[src/rtl/ws2812_pkg.sv]
// Shared types and default timing for the WS2812 line encoder.
// Default timing constants assume a 20 MHz clock.
package ws2812_pkg;

    typedef enum logic [1:0] {IDLE, SEND, LATCH} state_t;

    localparam int PX_W        = 24;
    localparam int T0H_DEF     = 8;
    localparam int T1H_DEF     = 16;
    localparam int T_BIT_DEF   = 25;
    localparam int T_RESET_DEF = 1000;

    // One counter serves both bit timing and the latch gap.
    function automatic int cnt_w(input int t_bit, input int t_reset);
        return $clog2(t_bit > t_reset ? t_bit : t_reset);
    endfunction

endpackage

[src/rtl/ws2812_bit_timer.sv]
// Cycle counter for one WS2812 bit or the latch gap.
// o_led_nxt is the line level for the cycle after the current one.
module ws2812_bit_timer #(
    parameter int T0H     = 8,
    parameter int T1H     = 16,
    parameter int T_BIT   = 25,
    parameter int T_RESET = 1000,
    parameter int CW      = 10
) (
    input  logic clk,
    input  logic reset,
    input  logic i_clr,
    input  logic i_bit,
    output logic o_led_nxt,
    output logic o_bit_done,
    output logic o_lat_done
);

    logic [CW-1:0] r_cnt;
    logic [CW:0]   w_cnt_inc;
    logic [CW:0]   w_thr;

    assign w_cnt_inc  = {1'b0, r_cnt} + (CW+1)'(1);
    assign w_thr      = i_bit ? (CW+1)'(T1H) : (CW+1)'(T0H);
    // led is registered, so compare against the count it will be shown with
    assign o_led_nxt  = (w_cnt_inc < w_thr);
    assign o_bit_done = (r_cnt == CW'(T_BIT - 1));
    assign o_lat_done = (r_cnt == CW'(T_RESET - 1));

    always_ff @(posedge clk) begin
        if (reset || i_clr) begin
            r_cnt <= '0;
        end else begin
            r_cnt <= w_cnt_inc[CW-1:0];
        end
    end

endmodule

[src/rtl/ws2812_tx.sv]
// Streaming WS2812 encoder: per-pixel valid/ready in, pulse-width-coded line out.
// A one-deep hold register lets the next pixel load gap-free when the current one ends.
module ws2812_tx
    import ws2812_pkg::*;
#(
    parameter int T0H     = T0H_DEF,
    parameter int T1H     = T1H_DEF,
    parameter int T_BIT   = T_BIT_DEF,
    parameter int T_RESET = T_RESET_DEF
) (
    input  logic            clk,
    input  logic            reset,
    input  logic [PX_W-1:0] px_data,
    input  logic            px_last,
    input  logic            px_valid,
    output logic            px_ready,
    output logic            led,
    output logic            busy,
    output logic            underrun
);

    localparam int CW = cnt_w(T_BIT, T_RESET);

    if (!(T0H >= 1 && T0H < T1H && T1H < T_BIT && T_RESET >= 1)) begin : g_bad_params
        $error("ws2812_tx: illegal timing parameters");
    end

    state_t          r_state, w_state_n;
    logic [PX_W-1:0] r_hold_data, r_shift;
    logic            r_hold_last, r_hold_valid, r_last_q;
    logic [4:0]      r_bit;
    logic            r_led, r_underrun;

    logic w_accept, w_load, w_shift, w_clr, w_led_n, w_underrun_n;
    logic w_led_nxt, w_bit_done, w_lat_done;

    assign px_ready = !r_hold_valid;
    assign w_accept = px_valid && !r_hold_valid;
    assign led      = r_led;
    assign underrun = r_underrun;
    assign busy     = (r_state != IDLE) || r_hold_valid;

    ws2812_bit_timer #(
        .T0H     (T0H),
        .T1H     (T1H),
        .T_BIT   (T_BIT),
        .T_RESET (T_RESET),
        .CW      (CW)
    ) u_timer (
        .clk        (clk),
        .reset      (reset),
        .i_clr      (w_clr),
        .i_bit      (r_shift[PX_W-1]),
        .o_led_nxt  (w_led_nxt),
        .o_bit_done (w_bit_done),
        .o_lat_done (w_lat_done)
    );

    always_comb begin
        w_state_n    = r_state;
        w_load       = 1'b0;
        w_shift      = 1'b0;
        w_clr        = 1'b0;
        w_led_n      = 1'b0;
        w_underrun_n = 1'b0;
        case (r_state)
            IDLE: begin
                w_clr = 1'b1;
                if (r_hold_valid) begin
                    w_load    = 1'b1;
                    w_led_n   = 1'b1;
                    w_state_n = SEND;
                end
            end
            SEND: begin
                w_led_n = w_led_nxt;
                if (w_bit_done) begin
                    w_clr = 1'b1;
                    if (r_bit != '0) begin
                        w_shift = 1'b1;
                        w_led_n = 1'b1;
                    end else if (r_last_q) begin
                        w_led_n   = 1'b0;
                        w_state_n = LATCH;
                    end else if (r_hold_valid) begin
                        w_load  = 1'b1;
                        w_led_n = 1'b1;
                    end else begin
                        // pixel ran dry mid-frame; the latch gap ends the frame early
                        w_led_n      = 1'b0;
                        w_underrun_n = 1'b1;
                        w_state_n    = LATCH;
                    end
                end
            end
            LATCH: begin
                if (w_lat_done) begin
                    w_clr     = 1'b1;
                    w_state_n = IDLE;
                end
            end
            default: w_state_n = IDLE;
        endcase
    end

    always_ff @(posedge clk) begin
        if (reset) begin
            r_state      <= IDLE;
            r_led        <= 1'b0;
            r_underrun   <= 1'b0;
            r_hold_valid <= 1'b0;
            r_hold_data  <= '0;
            r_hold_last  <= 1'b0;
            r_shift      <= '0;
            r_bit        <= '0;
            r_last_q     <= 1'b0;
        end else begin
            r_state    <= w_state_n;
            r_led      <= w_led_n;
            r_underrun <= w_underrun_n;
            // accept and load are exclusive: accept needs the hold empty, load needs it full
            if (w_accept) begin
                r_hold_data  <= px_data;
                r_hold_last  <= px_last;
                r_hold_valid <= 1'b1;
            end else if (w_load) begin
                r_hold_valid <= 1'b0;
            end
            if (w_load) begin
                r_shift  <= r_hold_data;
                r_last_q <= r_hold_last;
                r_bit    <= 5'(PX_W - 1);
            end else if (w_shift) begin
                r_shift <= {r_shift[PX_W-2:0], 1'b0};
                r_bit   <= r_bit - 5'd1;
            end
        end
    end

endmodule

[config.mk]
export PLATFORM = sky130hd
export DESIGN_NAME = ws2812_tx
export DESIGN_NICKNAME = d
export VERILOG_FILES = /design/src/rtl/ws2812_pkg.sv /design/src/rtl/ws2812_bit_timer.sv /design/src/rtl/ws2812_tx.sv
export SDC_FILE = /design/constraint.sdc
export NUM_CORES = 1
export LEC_CHECK = 0
export ABC_AREA = 1
export ABC_CLOCK_PERIOD_IN_PS = 1610
export CAP_MARGIN = 20
export CELL_PAD_IN_SITES_DETAIL_PLACEMENT = 1
export CELL_PAD_IN_SITES_GLOBAL_PLACEMENT = 1
export CORE_MARGIN = 1
export CORE_UTILIZATION = 37
export CTS_CLUSTER_DIAMETER = 100
export DETAILED_ROUTE_END_ITERATION = 6
export PLACE_DENSITY = 0.77
export RECOVER_POWER = 50
export SLEW_MARGIN = 20
export SYNTH_ARGS = -nofsm -noshare
export SYNTH_HDL_FRONTEND = slang
export SYNTH_SLANG_ARGS = --single-unit
export TNS_END_PERCENT = 5
[constraint.sdc]
create_clock -name clk -period 1.61 [get_ports clk]
set_clock_uncertainty 0.15 [all_clocks]
set_input_delay 0.161 -clock clk [delete_from_list [all_inputs] [get_ports clk]]
set_output_delay 0.161 -clock clk [all_outputs]
set_load 0.01 [all_outputs]
Yosys cells after proc, flatten, opt, wreduce, memory -nomap -nowiden
Index checks and enable logic that the tools add are counted.
{"block": "totals", "regBits": 70, "in_bits": 28, "output_inout_bits": 4, "elab_cells": 66}
{"block": "classes", "n_addsub": 2, "magnitude_cmp": 1, "eq_ne": 9, "n_mux": 29, "bitwise_logic": 2, "reduce_logical": 12}
{"operator": "two-way mux 24 bit", "n": 2}
{"operator": "two-way mux 5 bit", "n": 3}
{"operator": "two-way mux 1 bit", "n": 14}
{"operator": "two-way mux 2 bit", "n": 6}
{"operator": "adder 10 x 1 -> 11 bit (second input constant)", "n": 1}
{"operator": "less-than comparator 11 bit", "n": 1}
{"operator": "equality test 10 bit (second input constant)", "n": 1}
{"operator": "equality test 10 x 5 -> 1 bit (second input constant)", "n": 1}
{"operator": "case mux 2 bit (3 select lines)", "n": 1}
{"operator": "nonzero test 2 bit", "n": 3}
{"operator": "AND reduction 5 bit", "n": 1}
{"operator": "nonzero test 5 bit", "n": 1}
{"operator": "OR reduction 5 bit", "n": 1}
{"operator": "subtractor 5 x 1 -> 5 bit (second input constant)", "n": 1}
{"operator": "inequality test 2 x 1 -> 1 bit (second input constant)", "n": 2}
{"operator": "inequality test 2 bit (second input constant)", "n": 2}
{"operator": "case mux 1 bit (2 select lines)", "n": 2}
{"operator": "inequality test 3 bit (second input constant)", "n": 1}
{"operator": "case mux 1 bit (3 select lines)", "n": 1}
{"operator": "equality test 2 x 1 -> 1 bit (second input constant)", "n": 1}
{"operator": "equality test 2 bit (second input constant)", "n": 1}
{"operator": "zero test 2 bit", "n": 1}
{"operator": "logical OR 1 bit", "n": 2}
{"operator": "inverter 1 bit", "n": 2}
{"operator": "other kinds (3)", "n": 3}

Longest topological paths before layout
Gate-level depths: netlist of the first run.
{"block": "depth", "word_depth": 7, "mapped_depth": 13, "mapped_depth_nobuf": 13}

By module
From an unflattened synthesis of the first run, not the netlist that was laid out.
{"block": "hier_totals", "hier_cells": 461, "area_unflattened_um2": 3301.9}
{"module": "ws2812_tx", "instances": 1, "cells_each": 372, "area_per_inst_um2": 2700.1, "seq_area_each_um2": 1201.2}
{"module": "ws2812_bit_timer", "instances": 1, "cells_each": 89, "area_per_inst_um2": 601.8, "seq_area_each_um2": 200.2}

Least setup slack after synthesis of the first run
No wires, ideal clock.
{"block": "synth_timing", "path_kind": "flip-flop to flip-flop", "startpoint": "register r_bit[0]", "endpoint": "register r_shift[10]", "setup_time_ps": 143, "arrival_ps": 1462, "required_ps": 1317, "path_slack_ps": -146, "stages_incl_launch_ff": 13, "path_buffers": 1, "synth_period_minus_slack_ps": 1756, "cell_sequence": "dfxtp_1 inv_1 ha_1 inv_1 nor2_2 nand2_1 nor3_2 nand2_2 nand2_4 nor2_4 buf_4 nand2_1 a21oi_2"}
{"block": "synth_via", "elab_chain_cells": 5, "word_cells_on_any_way": 9, "classes_between": "mux: 7; reduce/logical: 2"}
{"item": "from (decl)", "line_no": "ws2812_tx.sv:31", "source": "logic [4:0] r_bit;"}
{"item": "from (signal assigned)", "line_no": "ws2812_tx.sv:132", "source": "r_bit <= 5'(PX_W - 1);"}
{"item": "from (signal assigned)", "line_no": "ws2812_tx.sv:135", "source": "r_bit <= r_bit - 5'd1;"}
{"item": "nonzero test 5 bit (*)", "line_no": "ws2812_tx.sv:79", "source": "if (r_bit != '0) begin"}
{"item": "two-way mux 1 bit", "line_no": "ws2812_tx.sv:79"}
{"item": "two-way mux 1 bit", "line_no": "ws2812_tx.sv:77", "source": "if (w_bit_done) begin"}
{"item": "case mux 1 bit (2 select lines) / two-way mux 1 bit (equally long branches)", "line_no": "ws2812_tx.sv:66", "source": "case (r_state)"}
{"item": "two-way mux 24 bit / nonzero test 2 bit (equally long branches)"}
{"item": "to (signal assigned)", "line_no": "ws2812_tx.sv:130", "source": "r_shift <= r_hold_data;"}
{"item": "to (signal assigned)", "line_no": "ws2812_tx.sv:134", "source": "r_shift <= {r_shift[PX_W-2:0], 1'b0};"}
{"item": "to (decl)", "line_no": "ws2812_tx.sv:29", "source": "logic [PX_W-1:0] r_hold_data, r_shift;"}
Every way passes the cells marked *; elsewhere a longest branch is shown, timed or not.
A chain may end at the register's enable or synchronous reset.

Final worst setup path of the first run
{"block": "layout_timing", "startpoint": "register r_bit[1]", "endpoint": "register r_shift[21]"}
Same word-level chain as after synthesis.

==> reports/qor.yml, run 1 <==
status:
  status: "complete, but fails checks"
  violations: "setup timing"
logic_synthesis:
  async_reset_ff_frac: 0
  yosysMostFrequentCell: "nand2_1"
  synth_area_sq_mm: 0.00325
  syn-num-nets: 493
  synthCells: 461
  yosysSeqAreaShare: 0.431
  ys_warn_count: 0
  synthTopCellsByCount: "nand2_1, nor2_1, dfxtp_1"
  synthDistinctLibCells: 28
  synth_edf_count: 0
  syn_avg_cell_area_sq_um: 7.06
  synth_top_area_cell: "dfxtp_1"
  yosysTopAreaCellShare: 0.431
  synth_top_flop_cell: "dfxtp_1"
  ys_ff_latch: 70
  netlist_top_cells_area: "dfxtp_1, nand2_1, nor2_1"
setup_path:
  slowest_delay_ns: 0.33
  path_delay_family: "simple AND/OR/NAND/NOR gates"
  cp_slowest_cell: "dfxtp_2"
  crit_arrival_ns: 2.13
  cp_max_fo: 7
  cp-start-kind: "flop"
  critical_path_class: "flop to flop"
  path_buf_inv: 4
  critPathRequiredTime_ns: 1.74
  rr_startpoint: "r_bit[1]$_SDFFE_PP0P_"
  crit_path_end_kind: "flop"
  cp_cell_sequence: "inv_2 -> ha_4 -> inv_2 -> nor2_4 -> nand2_4 -> nor3_4 -> nand2_2 -> nand2_8 -> clkbuf_16 -> nand2_2 -> nand2_2 -> inv_2 -> a21oi_2"
  r2r_slack_ns: -0.40
  setup.worst_path.start: "r_bit[1]$_SDFFE_PP0P_"
cells_and_area:
  drive_above_1_share: 0.329
  nets: 593
  antenna_cells: 0
  area_growth_pct: 42.4
timing:
  setup_viol: 43
  fin_ws_ns: -0.395
  rsz0062_at_grt: "yes"
  post-route-period-util: 1.25
  fmax_ghz: 0.499
  slew_headroom: 0.701
  hold_viol: 0
  finalSetupTns_ns: -10.16
  final-max-slew-violation-count: 0
  worst_pin_slew_ns: 0.443
  finalCriticalPeriod_ns: 2.01
hold_path:
  hold_start: "px_data[13]"
  hold_path_class: "input port to flop"
global_route:
  antenna_found_initial: 0
  grt_overflow_total: 0
  grt_start_max_net_pins: 28
  track_usage: 0.223
  grt_pass1_vias: 3298
  grt_pass1_wl_mm: 15.5
placement:
  dp_slack_ns: -0.446
  post-dp-hpwl_mm: 6.40
  port-buffer-count: 31
  place_congestion: 0.814
clocking:
  cts_tree: "done"
  clk_latency_ns: 0.35
  cts.sinks: 70
  h-tree-depth: 3
  cts-root-buf: "clkbuf_8"
  clk_transition_reported_paths_ns: 0.08
  clockBufferDepth: 2
  cts_made_buffers: 9
floorplanning:
  die_area_sq_mm: 0.00917
  die_h_microns: 95.8
  num_rows: 33
  pin_count: 32
  start_util: 0.388
  core_area_sq_mm: 0.00838
  dieWidth_microns: 95.8
detailed_routing:
  wl_mm: 11.4
  drc: 0
  top_layer_used: "met4"
  drt_first_pass_iters: 5
  met2_length_mm: 5.79
  num_vias: 3384
  drt_iter0_markers: 91
  m1WireLength_mm: 4.80
  wl_per_cell_microns: 17.0
  wl_met3_microns: 382
  routed_via_density: 5.04
  ant_nets: 0
power:
  ir_drop_mv: 0.566
  power_leakage_nw: 1.98
  power.density_mw_per_mm2: 900
flow_run:
  cap_violations: 0
## per-stage QoR
step / utilization / area [sq um] / cells / hold slack [ns] / power (mW)
after floorplan: - / 3250 / 461 / 0.178 / 2.33
after global routing: 0.553 / 4630 / 671 / 0.288 / 4.34
after global placement: 0.483 / 4050 / 640 / 0.303 / 2.59
after CTS: 0.519 / 4350 / 661 / 0.286 / 3.97
final: 0.553 / 4630 / 671 / 0.277 / 4.17
after detailed placement: 0.483 / 4050 / 640 / 0.310 / 2.62
## power by group
group / switching (mW) / internal, mW
logic: 0.492 / 0.409
registers: 0.0806 / 1.85
clock network: 0.738 / 0.603
## worst paths after layout
path / end / depth (start not counted)
max: r_shift[21]$_SDFFE_PP0P_ / 13
min: r_hold_data[13]$_SDFFE_PP0P_ / 3
max reg2reg: r_shift[21]$_SDFFE_PP0P_ / 13
min reg2reg: r_bit[0]$_SDFFE_PP0P_ / 2
## sequential cells by signal (all words and copies together) (netlist names)
name           count
r_bit              5
r_shift           24
r_hold_data       24
led                1
r_state            2
underrun           1
r_hold_last        1
u_timer.r_cnt     10
r_hold_valid       1
r_last_q           1
## layout make-up
class                           count  area (sq um)
Timing Repair Buffer              105           970
Fill cell                        1037          3750
Sequential cell                    70          1420
Clock buffer                       11           141
Tap cell                          105           131
Multi-Input combinational cell    318          1720
Inverter                           57           221
Clock inverter                      5          33.8
## worst reg2reg max path, delay by kind of cell (launching register included)
kind / cells / cell delay (ns)
AOI/OAI and AO/OA: 1 / 0.16
adders and majority gates: 1 / 0.12
buffers and inverters: 4 / 0.35
DFF: 1 / 0.33
and+or+nand+nor: 7 / 0.85
## repair_timing
action / CTS / global route
pin swaps: 13 / 19
hold buffers: 0 / 0
gates resized for setup: 32 / 51
endpoints found under the setup margin: 47 / 46
endpoints found under the hold margin: 0 / 0
gates cloned: 1 / 4
buffers inserted: 4 / 6
## per-layer routing
metal | GRT usage | up-vias
li1 | - | 1629
met1 | 0.262 | 1646
met2 | 0.408 | 72
met3 | 0.0482 | 37
met4 | 0.0547 | 0
met5 | 0 | -
## layout by cell type (no fill, tap or decap), drive strengths merged, types with 4 or more instances in the layout
master / n
inv: 58
ha: 4
nand2: 135
o21ai: 32
nor2: 83
buf: 71
dfxtp: 70
clkbuf: 15
nand3: 17
nor3: 5
a21oi: 34
clkdlybuf4s50: 29
nand4: 4
## cells by family (layout without fill, tap and decap cells)
logic type / Yosys count / count (layout) / synth area share
compound gates: 69 / 69 / 0.130
fa+ha+maj: 4 / 4 / 0.0154
buf+inv: 74 / 178 / 0.100
flops: 70 / 70 / 0.431
simple gates: 244 / 245 / 0.324
(Power assumes the default switching activity.)
==> inputs of run 2 (changes only) <==
ABC_AREA = unset   (was 1)
CAP_MARGIN = 10   (was 20)
CORE_UTILIZATION = 39   (was 37)
RECOVER_POWER = unset   (was 50)
==> run 2 against run 1 <==
Against the previous run:
- the flow still finishes with violations (setup timing)
- via count down 12%
- hold slack got worse by 0.085 ns
- wire length down 14%
- sequential cell count did not move
- non-clock buffer count decreased by 17
- register-to-register slack better by 0.15 ns
- synthesized cell count fell by 21%
- maximum frequency grew 8.1%
- critical path type unchanged
==> reports/qor.yml, run 2 <==
power:
  power.density_mw_per_mm2: 916  # +1.8%
  power_leakage_nw: 1.78  # -10%
  ir_drop_mv: 0.464  # -18%
global_route:
  antenna_found_initial: 0  # unchanged
  grt_pass1_vias: 3119  # -5.4%
  track_usage: 0.238  # +0.0159
  grt_pass1_wl_mm: 15.9  # +2.6%
  grt_start_max_net_pins: 29  # +3.6%
  grt_overflow_total: 0  # unchanged
logic_synthesis:
  yosysMostFrequentCell: "dfxtp_1"
  async_reset_ff_frac: 0  # unchanged
  yosysSeqAreaShare: 0.428  # -0.00214
  netlist_top_cells_area: "dfxtp_1, mux2i_1, a21oi_1"
  synthCells: 365  # -21%
  ys_ff_latch: 70  # unchanged
  synth_top_area_cell: "dfxtp_1"
  ys_warn_count: 0  # unchanged
  synth_area_sq_mm: 0.00327  # +0.50%
  synth_edf_count: 0  # unchanged
  synth_top_flop_cell: "dfxtp_1"
  syn_avg_cell_area_sq_um: 8.96  # +27%
  syn-num-nets: 397  # -19%
  yosysTopAreaCellShare: 0.428  # -0.00214
  synthTopCellsByCount: "dfxtp_1, nand2_1, a21oi_1"
  synthDistinctLibCells: 48  # +71%
cells_and_area:
  post-route-cell-area_sq_mm: 0.00453  # -2.3%
  drive_above_1_share: 0.299  # -0.0293
  area_growth_pct: 38.4
  nets: 468  # -21%
  antenna_cells: 0  # unchanged
  layout_commonest_cell: "dfxtp_1"
  final_cell_mix: "dfxtp_1, nand2_1, buf_4, a21oi_1, clkdlybuf4s50_1"
  top_regs: "r_hold_data: 24 flops, r_shift: 24 flops, u_timer.r_cnt: 10 flops"
floorplanning:
  die_h_microns: 93.6  # -2.3%
  dieWidth_microns: 93.6  # -2.3%
  pin_count: 32  # unchanged
  die_area_sq_mm: 0.00876  # -4.6%
  start_util: 0.400  # +0.0118
  core_area_sq_mm: 0.00818  # -2.5%
  num_rows: 33  # unchanged
setup_path:
  crit_arrival_ns: 1.98  # -0.15 ns
  cp-start-kind: "flop"
  critical_path_class: "flop to flop"
  crit_path_end_kind: "flop"
  critPathRequiredTime_ns: 1.74  # about the same
  cp_max_fo: 7  # unchanged
detailed_routing:
  drc: 0  # unchanged
  routed_via_density: 5.48  # +8.7%
  drt_first_pass_iters: 4  # -1
  wl_per_cell_microns: 18.0  # +5.8%
  wl_mm: 9.81  # -14%
  drt_iter0_markers: 53  # -42%
  ant_nets: 0  # unchanged
  num_vias: 2994  # -12%
status:
  status: "complete, but fails checks"
  violations: "setup timing"
clocking:
  cts_tree: "done"
  clockBufferDepth: 2  # unchanged
  ctsHoldBuffers: 0  # unchanged
  clk_latency_ns: 0.36  # about the same
  h-tree-depth: 3  # unchanged
  cts.sinks: 70  # unchanged
  cts_made_buffers: 9  # unchanged
  cts-root-buf: "clkbuf_8"
  clk_transition_reported_paths_ns: 0.09  # about the same
timing:
  final-max-slew-violation-count: 0  # unchanged
  setup_viol: 45  # +4.7%
  finalSetupTns_ns: -7.69  # +2.46 ns
  fmax_ghz: 0.539  # +8.1%
  fin_ws_ns: -0.244  # +0.151 ns
  worst_pin_slew_ns: 0.362  # -0.0810 ns
  hold_viol: 0  # unchanged
  post-route-period-util: 1.15  # -0.0938
  slew_headroom: 0.758  # +0.0563
  rsz0062_at_grt: "yes"
  finalCriticalPeriod_ns: 1.85  # -0.151 ns
placement:
  placed_area_sq_mm: 0.00409  # +0.93%
  place_congestion: 0.793  # -2.6%
  post-dp-hpwl_mm: 6.35  # -0.75%
  port-buffer-count: 31  # unchanged
hold_path:
  hold_path_class: "input port to flop"
flow_run:
  cap_violations: 0  # unchanged
[run 2: cell count changes in the layout (fill, tap and decap cells not counted), moves of 9 or more]
cell      delta
o21ai_0     -30
a21oi_1     +27
a21oi_2      -9
buf_4       -18
nand2b_1    +16
nand2_1     -53
mux2i_1     +19
nand2_2     -20
o221ai_1    +18
nor2_1      -58
inv_1       -37
nand3_1     -10
[run 2: through the flow]
stage | util | hold WS (ns) | setup slack (ns) | power [mW] | instances
4_1_cts | 0.543 | 0.178 | -0.222 | 4.14 | 545
5_1_grt | 0.554 | 0.197 | -0.347 | 4.32 | 546
3_5_place_dp | 0.500 | 0.309 | -0.238 | 2.61 | 527
3_3_place_gp | 0.500 | 0.298 | -0.137 | 2.57 | 527
6_report | 0.554 | 0.192 | -0.244 | 4.15 | 546
2_1_floorplan | - | 0.147 | -0.0858 | 2.32 | 365
[run 2: worst paths after layout]
path                            slack [ns]  cells after the start                         from                           end
worst min register to register        0.32                      2  r_hold_data[0]$_SDFFE_PP0P_   r_hold_data[0]$_SDFFE_PP0P_
worst max register to register       -0.24                      7  u_timer.r_cnt[1]$_SDFF_PP0_         r_bit[3]$_SDFFE_PP0P_
worst min-delay path                  0.19                      3                  px_data[12]  r_hold_data[12]$_SDFFE_PP0P_
worst max-delay path                 -0.24                      7  u_timer.r_cnt[1]$_SDFF_PP0_         r_bit[3]$_SDFFE_PP0P_
[run 2: power by group]
part	switching, mW	leakage [nW]	internal [mW]	total (mW)
logic	0.352	1.10	0.360	0.712
registers	0.0889	0.576	1.84	1.93
clock network	0.737	0.103	0.766	1.50
total	1.18	1.78	2.97	4.15
[run 2: routing by layer]
metal  vias up  part of all wire  global-route usage
li1       1449                 -                   -
met1      1482              0.44               0.291
met2        42              0.52               0.409
met3        21             0.024              0.0455
met4         0             0.023               0.100
met5         -                 0                   0
[run 2: worst max-delay path, cell delays in order (launching register included)]
cell,delay [ns]
dfxtp_4,0.37
inv_2,0.07
ha_4,0.13
and4bb_1,0.19
nand4b_1,0.11
buf_6,0.18
or3_4,0.37
a211oi_2,0.21
[run 2: cell families (layout without fill, tap and decap cells)]
| family | Yosys count | count (layout) | share of synthesized area |
|---|---|---|---|
| simple gates | 126 | 126 | 0.208 |
| compound gates | 93 | 93 | 0.195 |
| flops | 70 | 70 | 0.428 |
| buf+inv | 39 | 115 | 0.0555 |
| mux | 24 | 24 | 0.0735 |
| xor+xnor | 9 | 9 | 0.0241 |
| fa+ha+maj | 4 | 4 | 0.0153 |
[run 2: repair_timing]
action / in CTS / in global routing
resized for setup: 35 / 16
buffers inserted: 2 / 1
pin swaps: 8 / 7
endpoints found under the setup margin: 47 / 46
endpoints found under the hold margin: 0 / 0
[run 2: cell type report]
type | count | area, sq um
fill | 912 | 3650
clock buffer | 10 | 138
timing repair buffer | 88 | 826
multi-input combinational | 256 | 1910
inverter | 11 | 41.3
tap | 105 | 131
sequential | 70 | 1410
clock inverter | 6 | 68.8
